`config.mk`:
```
export PLATFORM = sky130hd
export DESIGN_NAME = keypad_matrix_emulator_flat
export DESIGN_NICKNAME = d
export VERILOG_FILES = /design/src/rtl/keypad_pkg.sv /design/src/rtl/keypad_matrix_emulator_if.sv /design/src/rtl/kp_phase_counter.sv /design/src/rtl/keypad_matrix_emulator.sv /design/src/flat_wrapper.sv
export SDC_FILE = /design/constraint.sdc
export NUM_CORES = 1
export LEC_CHECK = 0
export BUFFER_PORTS_ARGS = -buffer_cell sky130_fd_sc_hd__clkbuf_2
export CORE_MARGIN = 10
export CORE_UTILIZATION = 45
export DETAILED_ROUTE_END_ITERATION = 8
export GPL_TIMING_DRIVEN = 0
export PLACE_DENSITY_LB_ADDON = 0.15
export SLEW_MARGIN = 20
export SYNTH_ARGS = -nofsm -noshare
export SYNTH_HDL_FRONTEND = slang
export SYNTH_SLANG_ARGS = --single-unit
```
`constraint.sdc`:
```
create_clock -name clk -period 5.2 [get_ports clk]
set_input_delay 0.52 -clock clk [delete_from_list [all_inputs] [get_ports clk]]
set_output_delay 0.52 -clock clk [all_outputs]
set_load 0.005 [all_outputs]
```
`src/rtl/keypad_pkg.sv`:
```
// Shared keypad definitions: key codes, emulator states and the code -> (row, col) map.
// Used by the matrix emulator, the scanner and their benches.
package keypad_pkg;

  localparam logic [3:0] KEY_0    = 4'h0;
  localparam logic [3:0] KEY_1    = 4'h1;
  localparam logic [3:0] KEY_2    = 4'h2;
  localparam logic [3:0] KEY_3    = 4'h3;
  localparam logic [3:0] KEY_4    = 4'h4;
  localparam logic [3:0] KEY_5    = 4'h5;
  localparam logic [3:0] KEY_6    = 4'h6;
  localparam logic [3:0] KEY_7    = 4'h7;
  localparam logic [3:0] KEY_8    = 4'h8;
  localparam logic [3:0] KEY_9    = 4'h9;
  localparam logic [3:0] KEY_A    = 4'hA;
  localparam logic [3:0] KEY_B    = 4'hB;
  localparam logic [3:0] KEY_C    = 4'hC;
  localparam logic [3:0] KEY_D    = 4'hD;
  localparam logic [3:0] KEY_STAR = 4'hE;
  localparam logic [3:0] KEY_HASH = 4'hF;

  typedef enum logic [2:0] {
    ST_IDLE,
    ST_PBOUNCE,
    ST_HOLD,
    ST_RBOUNCE,
    ST_GAP
  } kp_emu_state_t;

  typedef struct packed {
    logic [3:0] row;
    logic [3:0] col;
  } key_rc_t;

  function automatic key_rc_t key_to_rc(input logic [3:0] code);
    key_rc_t    rc;
    logic [1:0] ri;
    logic [1:0] ci;
    ri = 2'd0;
    ci = 2'd0;
    case (code)
      KEY_1:    begin ri = 2'd0; ci = 2'd0; end
      KEY_2:    begin ri = 2'd0; ci = 2'd1; end
      KEY_3:    begin ri = 2'd0; ci = 2'd2; end
      KEY_A:    begin ri = 2'd0; ci = 2'd3; end
      KEY_4:    begin ri = 2'd1; ci = 2'd0; end
      KEY_5:    begin ri = 2'd1; ci = 2'd1; end
      KEY_6:    begin ri = 2'd1; ci = 2'd2; end
      KEY_B:    begin ri = 2'd1; ci = 2'd3; end
      KEY_7:    begin ri = 2'd2; ci = 2'd0; end
      KEY_8:    begin ri = 2'd2; ci = 2'd1; end
      KEY_9:    begin ri = 2'd2; ci = 2'd2; end
      KEY_C:    begin ri = 2'd2; ci = 2'd3; end
      KEY_STAR: begin ri = 2'd3; ci = 2'd0; end
      KEY_0:    begin ri = 2'd3; ci = 2'd1; end
      KEY_HASH: begin ri = 2'd3; ci = 2'd2; end
      default:  begin ri = 2'd3; ci = 2'd3; end
    endcase
    rc.row = 4'b0001 << ri;
    rc.col = 4'b0001 << ci;
    return rc;
  endfunction

  function automatic int max3(input int a, input int b, input int c);
    int m;
    m = a;
    if (b > m) m = b;
    if (c > m) m = c;
    return m;
  endfunction

endpackage

```
`src/rtl/keypad_matrix_emulator_if.sv`:
```
// Host-side key request handshake for the keypad matrix emulator.
interface keypad_matrix_emulator_if;
  import keypad_pkg::*;

  logic [3:0] key_code;
  logic       key_valid;
  logic       key_ready;

  modport master (output key_code, output key_valid, input key_ready);
  modport slave  (input key_code, input key_valid, output key_ready);

endinterface

```
`src/rtl/kp_phase_counter.sv`:
```
// Loadable down-counter that holds at zero; zero_o flags the last cycle of a timed interval.
module kp_phase_counter #(
  parameter int WIDTH = 4
) (
  input  logic             clk,
  input  logic             rst_n,
  input  logic             load_i,
  input  logic [WIDTH-1:0] load_val_i,
  output logic             zero_o
);

  logic [WIDTH-1:0] count_q;
  logic [WIDTH-1:0] count_d;

  always_comb begin
    count_d = count_q;
    if (load_i) begin
      count_d = load_val_i;
    end else if (count_q != '0) begin
      count_d = count_q - 1'b1;
    end
  end

  always_ff @(posedge clk or negedge rst_n) begin
    if (!rst_n) begin
      count_q <= '0;
    end else begin
      count_q <= count_d;
    end
  end

  assign zero_o = (count_q == '0);

endmodule

```
`src/rtl/keypad_matrix_emulator.sv`:
```
// Emulates one key of a 4x4 matrix: accepts a code from the host, then plays a timed
// bounce / hold / bounce / gap contact sequence and answers the scanner's column drive.
module keypad_matrix_emulator
  import keypad_pkg::*;
#(
  parameter int HOLD_CYCLES   = 20,
  parameter int BOUNCE_CYCLES = 8,
  parameter int BOUNCE_PERIOD = 2,
  parameter int GAP_CYCLES    = 5
) (
  input  logic                            clk,
  input  logic                            rst_n,
  keypad_matrix_emulator_if.slave         host_if,
  input  logic [3:0]                      col_i,
  output logic [3:0]                      row_o,
  output logic                            s_row_o,
  output logic                            busy_o,
  output logic                            done_o
);

  localparam int MAXC = max3(HOLD_CYCLES, BOUNCE_CYCLES, GAP_CYCLES);
  localparam int PW   = (MAXC < 1) ? 1 : $clog2(MAXC + 1);
  localparam int BW   = $clog2(BOUNCE_PERIOD + 1);

  // Counters are loaded with N-1 so the zero flag marks the final cycle of an N-cycle phase.
  localparam logic [PW-1:0] LD_HOLD   = PW'(HOLD_CYCLES - 1);
  localparam logic [PW-1:0] LD_BOUNCE = PW'((BOUNCE_CYCLES > 0) ? BOUNCE_CYCLES - 1 : 0);
  localparam logic [PW-1:0] LD_GAP    = PW'(GAP_CYCLES - 1);
  localparam logic [BW-1:0] LD_PER    = BW'(BOUNCE_PERIOD - 1);
  localparam bit            NO_BOUNCE = (BOUNCE_CYCLES == 0);

  kp_emu_state_t state_q, state_d;
  logic          contact_q, contact_d;
  logic [3:0]    code_q, code_d;
  logic          done_q, done_d;

  logic          ph_load;
  logic [PW-1:0] ph_val;
  logic          ph_zero;
  logic          bp_load;
  logic          bp_zero;
  key_rc_t       rc;

  kp_phase_counter #(.WIDTH(PW)) u_phase_cnt (
    .clk        (clk),
    .rst_n      (rst_n),
    .load_i     (ph_load),
    .load_val_i (ph_val),
    .zero_o     (ph_zero)
  );

  kp_phase_counter #(.WIDTH(BW)) u_period_cnt (
    .clk        (clk),
    .rst_n      (rst_n),
    .load_i     (bp_load),
    .load_val_i (LD_PER),
    .zero_o     (bp_zero)
  );

  always_comb begin
    state_d   = state_q;
    contact_d = contact_q;
    code_d    = code_q;
    done_d    = 1'b0;
    ph_load   = 1'b0;
    ph_val    = '0;
    bp_load   = 1'b0;
    case (state_q)
      ST_IDLE: begin
        if (host_if.key_valid) begin
          code_d    = host_if.key_code;
          contact_d = 1'b1;
          ph_load   = 1'b1;
          if (NO_BOUNCE) begin
            state_d = ST_HOLD;
            ph_val  = LD_HOLD;
          end else begin
            state_d = ST_PBOUNCE;
            ph_val  = LD_BOUNCE;
            bp_load = 1'b1;
          end
        end
      end
      ST_PBOUNCE: begin
        if (ph_zero) begin
          state_d   = ST_HOLD;
          contact_d = 1'b1;
          ph_load   = 1'b1;
          ph_val    = LD_HOLD;
        end else if (bp_zero) begin
          contact_d = ~contact_q;
          bp_load   = 1'b1;
        end
      end
      ST_HOLD: begin
        if (ph_zero) begin
          contact_d = 1'b0;
          ph_load   = 1'b1;
          if (NO_BOUNCE) begin
            state_d = ST_GAP;
            ph_val  = LD_GAP;
          end else begin
            state_d = ST_RBOUNCE;
            ph_val  = LD_BOUNCE;
            bp_load = 1'b1;
          end
        end
      end
      ST_RBOUNCE: begin
        if (ph_zero) begin
          state_d   = ST_GAP;
          contact_d = 1'b0;
          ph_load   = 1'b1;
          ph_val    = LD_GAP;
        end else if (bp_zero) begin
          contact_d = ~contact_q;
          bp_load   = 1'b1;
        end
      end
      ST_GAP: begin
        if (ph_zero) begin
          state_d = ST_IDLE;
          done_d  = 1'b1;
        end
      end
      default: begin
        state_d   = ST_IDLE;
        contact_d = 1'b0;
      end
    endcase
  end

  always_ff @(posedge clk or negedge rst_n) begin
    if (!rst_n) begin
      state_q   <= ST_IDLE;
      contact_q <= 1'b0;
      code_q    <= 4'h0;
      done_q    <= 1'b0;
    end else begin
      state_q   <= state_d;
      contact_q <= contact_d;
      code_q    <= code_d;
      done_q    <= done_d;
    end
  end

  // Column-to-row path is deliberately combinational so a one-cycle-per-column scan sees it.
  assign rc                = key_to_rc(code_q);
  assign row_o             = (contact_q && ((col_i & rc.col) != 4'b0000)) ? rc.row : 4'b0000;
  assign s_row_o           = contact_q;
  assign busy_o            = (state_q != ST_IDLE);
  assign done_o            = done_q;
  assign host_if.key_ready = (state_q == ST_IDLE);

endmodule

```
`src/flat_wrapper.sv`:
```
// flat-port wrapper written by rule: the top's interface ports become plain ports
module keypad_matrix_emulator_flat import keypad_pkg::*;
#(
  parameter int HOLD_CYCLES   = 20,
  parameter int BOUNCE_CYCLES = 8,
  parameter int BOUNCE_PERIOD = 2,
  parameter int GAP_CYCLES    = 5
)
  (clk, rst_n, col_i, row_o, s_row_o, busy_o, done_o, host_if_key_code, host_if_key_valid, host_if_key_ready);
  keypad_matrix_emulator_if host_if_i ();
  input  logic clk;
  input  logic rst_n;
  input  logic [3:0] col_i;
  output logic [3:0] row_o;
  output logic s_row_o;
  output logic busy_o;
  output logic done_o;
  input wire logic [$bits(host_if_i.key_code)-1:0] host_if_key_code;
  input wire logic [$bits(host_if_i.key_valid)-1:0] host_if_key_valid;
  output wire logic [$bits(host_if_i.key_ready)-1:0] host_if_key_ready;
  assign host_if_i.key_code = host_if_key_code;
  assign host_if_i.key_valid = host_if_key_valid;
  assign host_if_key_ready = host_if_i.key_ready;
  keypad_matrix_emulator #(.HOLD_CYCLES(HOLD_CYCLES), .BOUNCE_CYCLES(BOUNCE_CYCLES), .BOUNCE_PERIOD(BOUNCE_PERIOD), .GAP_CYCLES(GAP_CYCLES)) u_core (.clk(clk), .rst_n(rst_n), .host_if(host_if_i), .col_i(col_i), .row_o(row_o), .s_row_o(s_row_o), .busy_o(busy_o), .done_o(done_o));
endmodule
```
# [After elaboration in Yosys (flattened, before gate mapping)]
# Memories as Yosys holds them, arrays and structs flattened.
# Cells that the tools add are included.
# W data, S select, Z words.
[classes] shift=2 reduce_logical=15 add_sub_neg=2 n_mux=29 eq_ne=9 n_bitwise=3
[ops] operator="$mux W3" n=8
[ops] operator="$pmux W5 S4" n=1
[ops] operator="$mux W5" n=3
[ops] operator="$pmux W3 S5" n=1
[ops] operator="$mux W1" n=10
[ops] operator="$ne A2 B1 Y1 const B" n=4
[ops] operator="$shl A1 B2 Y4 const A" n=2
[ops] operator="$eq A3 B2 Y1 const B" n=2
[ops] operator="$reduce_bool A2 Y1" n=3
[ops] operator="$logic_not A5 Y1" n=1
[ops] operator="$pmux W1 S5" n=1
[ops] operator="$reduce_and A5 Y1" n=1
[ops] operator="$reduce_bool A5 Y1" n=1
[ops] operator="$sub A5 B1 Y5 const B" n=1
[ops] operator="$and A4 B4 Y4" n=1
[ops] operator="$mux W2" n=2
[ops] operator="$mux W4" n=1
[ops] operator="$reduce_bool A4 Y1" n=1
[ops] operator="$eq A3 B1 Y1 const B" n=1
[ops] operator="$eq A3 B3 Y1 const B" n=1
[ops] operator="$logic_not A3 Y1" n=1
[ops] operator="$pmux W1 S3" n=1
[ops] operator="$reduce_and A3 Y1" n=1
[ops] operator="$reduce_bool A3 Y1" n=1
[ops] operator="9 further kinds" n=10
[totals] mem_count=1 in_bits=11 register_bits=16 romBits=64 output_inout_bits=8 wordCells=67
[mem_list] memory="(no name shown)" words=16 word_bits=4 read_ports=1 rd_clocked_by_memory_dff=0 write_ports=0 line="keypad_pkg.sv:41" source="case (code)"

# [Depth between registers and ports, before layout]
# An unclocked memory read counts as a cell.
[depth] depth_word=6 ltp_mapped=7 mapped_depth_nobuf=6

# [Modules after synthesis]
# A second synthesis with hierarchy kept.
[unflattened] cells_unflattened=139 hier_area_um2=1148.6
[by_module_without_submodules] mod="keypad_matrix_emulator" cells_per_inst=100 area_per_inst_um2=755.7 seq_area_each_um2=225.2 instances=1
[by_module_without_submodules] mod="kp_phase_counter at u_core.u_phase_cnt" cells_per_inst=27 area_per_inst_um2=279.0 seq_area_each_um2=125.1 instances=1
[by_module_without_submodules] mod="kp_phase_counter at u_core.u_period_cnt" cells_per_inst=12 area_per_inst_um2=113.9 seq_area_each_um2=50.0 instances=1

# [Least setup slack after synthesis]
# No wires, ideal clock.
[synth_timing] kind="reg-to-output" start="reg u_core.code_q[1]" end="out row_o[0]" required_time_ns=4.680 t_arrival_ns=1.274 path_slack_ns=3.406 path_stages_with_launch=6 n_path_buf=1 cell_sequence="dfrtp_1 > buf_2 > xor2_1 > nor3_1 > a311oi_1 > and3_1"
[synth_via] elab_chain_cells=6 word_cells_on_any_way=7 cone_classes="2 x shift; 1 x mux; 1 x bitwise; 2 x reduce/logical; 1 x memory"
[synth_rtl] element="from (decl)" line="keypad_matrix_emulator.sv:34" source="logic [3:0] code_q, code_d;"
[synth_rtl] element="from (signal assigned)" line="keypad_matrix_emulator.sv:142" source="code_q <= code_d;"
[synth_rtl] element="$mem_v2 Z16 W4 (*)"
[synth_rtl] element="$shl A1 B2 Y4" line="keypad_pkg.sv:60" source="rc.col = 4'b0001 << ci;"
[synth_rtl] element="$and A4 B4 Y4" line="keypad_matrix_emulator.sv:149" source="assign row_o = (contact_q && ((col_i & rc.col) != 4'b0000)) ? rc.row : 4'b0000;"
[synth_rtl] element="$reduce_bool A4 Y1" line="keypad_matrix_emulator.sv:149"
[synth_rtl] element="$logic_and A1 B1 Y1" line="keypad_matrix_emulator.sv:149"
[synth_rtl] element="$mux W4 (*)" line="keypad_matrix_emulator.sv:149"
[synth_rtl] element="to (decl)" line="flat_wrapper.sv:14" source="output logic [3:0] row_o;"
# Every way passes the cells marked *; elsewhere a longest branch is shown, timed or not.

# [Final worst setup path]
[layout_timing] start="reg u_core.code_q[2]" end="out row_o[0]"
# Same word-level chain as after synthesis.

==> qor.yml <==
status:
  status: "finished, final reports clean"
layout:
  nFillCells: 232
  register_area_sq_um: 400
  multi_input_area_sq_um: 607
  layout.nets: 161
  fin_util_pct: 55.2
  synthToLayoutAreaGrowth_pct: 14.9
  final_layout_size_suffix_gt1_share_pct: 24.7
  antenna_cells: 0
  stdcell_area_sq_um: 1240
sta:
  min_period_over_period_pct: 47.5
  tightest_slew_ns: 0.546
  max_freq_ghz: 0.405
  skew_ns: 0.00545
  tns_ns: 0
  setup_violations: 0
  rsz0062_at_grt: "no"
  relSlewSlack_pct: 63.5
  holdWs_ns: 0.136
  final.min_clock_period_ns: 2.47
  drv_slew: 0
  hold_viol_final: 0
die:
  die_width_um: 69.1
  initial_utilization_pct: 48.1
  die-area_sq_um: 4770
  coreArea_sq_um: 2250
  io_pins: 19
  fp.dieH_um: 69.1
  rows: 17
global_route:
  grt_pass1_vias: 945
  grt_use_total_pct: 9.50
  grt_start_max_net_pins: 17
  antenna_found_initial: 0
  grt_pass1_wl_mm: 4.05
  grt.overflow.total: 0
detailed_routing:
  wirelength_mm: 2.39
  drc: 0
  drt_iter0_drc: 74
  dr_total_vias: 977
  antenna_left: 0
  drt-vias-per-instance: 5.61
  wl_per_cell_um: 13.7
  first_pass_iters: 4
power:
  leakage_nw: 0.579
  finalPower_w: 0.000713
  ir_drop_mv: 0.355
  power_density_nw_per_um2: 573
logic_synthesis:
  ys_types: 40
  synthSimpleGateAreaFrac_pct: 23.3
  synthCells: 124
  synth-compound-area-share_pct: 20.3
  synth_area_sq_um: 1080
  synth_top_area_cell: "dfrtp_1"
  syn_area_per_cell_sq_um: 8.74
  synthAdderAreaFrac_pct: 3.46
  ys_ff_latch: 16
  synth_top_family_by_area: "simple AND/OR/NAND/NOR gates"
  synthTopCellsByCount: "dfrtp_1 (16), nand2_1 (11), nor2_1 (10), inv_1 (9)"
  synth-edff-count: 0
  yosysSeqAreaShare_pct: 37.0
  synthMuxAreaShare_pct: 4.04
  syn_nets: 138
  synth_top_area_share_pct: 37.0
  yosys_warnings: 0
  synthArstFlopShare_pct: 100
  ys_top_cells_by_area: "dfrtp_1 (37%), nand2_1 (3.8%), ha_1 (3.5%), nand2b_1 (3.5%), nor2_1 (3.5%)"
  synth_xor_area_share_pct: 4.85
  synth-main-ff-cell: "dfrtp_1"
  synth.most_common_cell: "dfrtp_1"
critical_path:
  cp_data_required_time_ns: 4.68
  cp_max_fo: 10
  endpoint_kind: "output pin"
  critical_path_class: "flop to output pin"
  r2r_cells: 5
  critPathArrivalTime_ns: 1.95
  r2r_slack_ns: 3.31
  cp-start-kind: "flop"
cts:
  holdBufCountCts: 0
  clock-sinks: 16
  cts_buffers: 3
  cts_resized: 0
  cts.clk_slew.worst_paths_ns: 0.10
  clock_path_buffers: 2
  cts_tree: "yes"
  insertion_delay_ns: 0.29
  ctsHtreeMaxLevel: 1
  cts_setup_buffers: 0
  cts_root_buf: "clkbuf_4"
placement:
  port_buffers: 18
  dpl.hpwl_mm: 1.80
  post_dp_cell_area_sq_um: 1210
  routabilityCongestion: 0.834
job:
  cap_violations: 0
min_path:
  hp-class: "input pin to asynchronous set/reset pin"
path summary, 6_finish.rpt:
| kind | to | from |
|---|---|---|
| worst max register to register | u_core.u_period_cnt.count_q[0] | u_core.u_phase_cnt.count_q[0] |
| min in group clk | u_core.code_q[3] | host_if_key_code[3] |
| worst min register to register | u_core.u_period_cnt.count_q[0] | u_core.u_period_cnt.count_q[0] |
| worst max-delay path | row_o[0] | u_core.code_q[2] |
| worst min-delay path | u_core.state_q[1] | rst_n |
| max in group asynchronous | u_core.state_q[0] | rst_n |
logic make-up after synthesis:
| kind of cell | count (synthesis) |
|---|---|
| flops | 16 |
| buf+inv | 17 |
| mux | 4 |
| xor+xnor | 6 |
| fa+ha+maj | 3 |
| compound gates | 32 |
| simple gates | 46 |
registers in the layout, summed over array words and instances (netlist names):
| name | flops |
|---|---|
| u_core.u_phase_cnt.count_q | 5 |
| u_core.code_q | 4 |
| u_core.state_q | 3 |
| u_core.u_period_cnt.count_q | 2 |
| u_core.done_o | 1 |
| u_core.s_row_o | 1 |
through the flow:
stage                     setup WS (ns)  std cells
after global placement             3.14        170
after CTS                          2.70        174
after detailed placement           3.03        170
final                              2.73        174
after global routing               2.53        174
after floorplan                    3.41        124
per-layer routing:
metal / GRT usage, % / share of wire (%) / up-vias
li1: - / - / 487
met1: 11.8 / 48 / 464
met2: 14.9 / 47 / 22
met3: 2.71 / 4.0 / 4
met4: 3.77 / 1.0 / 0
met5: 0 / 0 / -
power breakdown:
| group | internal [W] | switching [W] | total [W] |
|---|---|---|---|
| logic | 0.000186 | 0.000214 | 0.000399 |
| registers | 0.000181 | 0.0000485 | 0.000229 |
| clock network | 0.0000427 | 0.0000416 | 0.0000842 |
placed cells by master (no fill, tap or decap), types with 3 or more instances in the layout:
master    count
nand2b_1      6
mux2_2        3
buf_2         4
xor2_1        4
o21ai_0       7
ha_1          3
nor2_1       10
nand2_1      11
inv_1         9
nor3_1        7
clkbuf_4      3
a21oi_1       7
clkbuf_1      3
o22ai_1       4
clkbuf_2     18
dfrtp_1      16
critical path, stage by stage (launching register included):
cell,delay (ns)
dfrtp_1,0.32
buf_2,0.21
xor2_1,0.21
nor3_1,0.08
a311oi_1,0.49
and3_1,0.24
clkbuf_2,0.11
layout make-up:
type	instances	share of cell area, %
Timing Repair Buffer	18	7.24
Clock buffer	4	2.91
Multi-Input combinational cell	91	48.7
Buffer	8	3.42
Tap cell	28	2.81
Sequential cell	16	32.2
Inverter	9	2.71
Power figures use the tool's default switching activity.
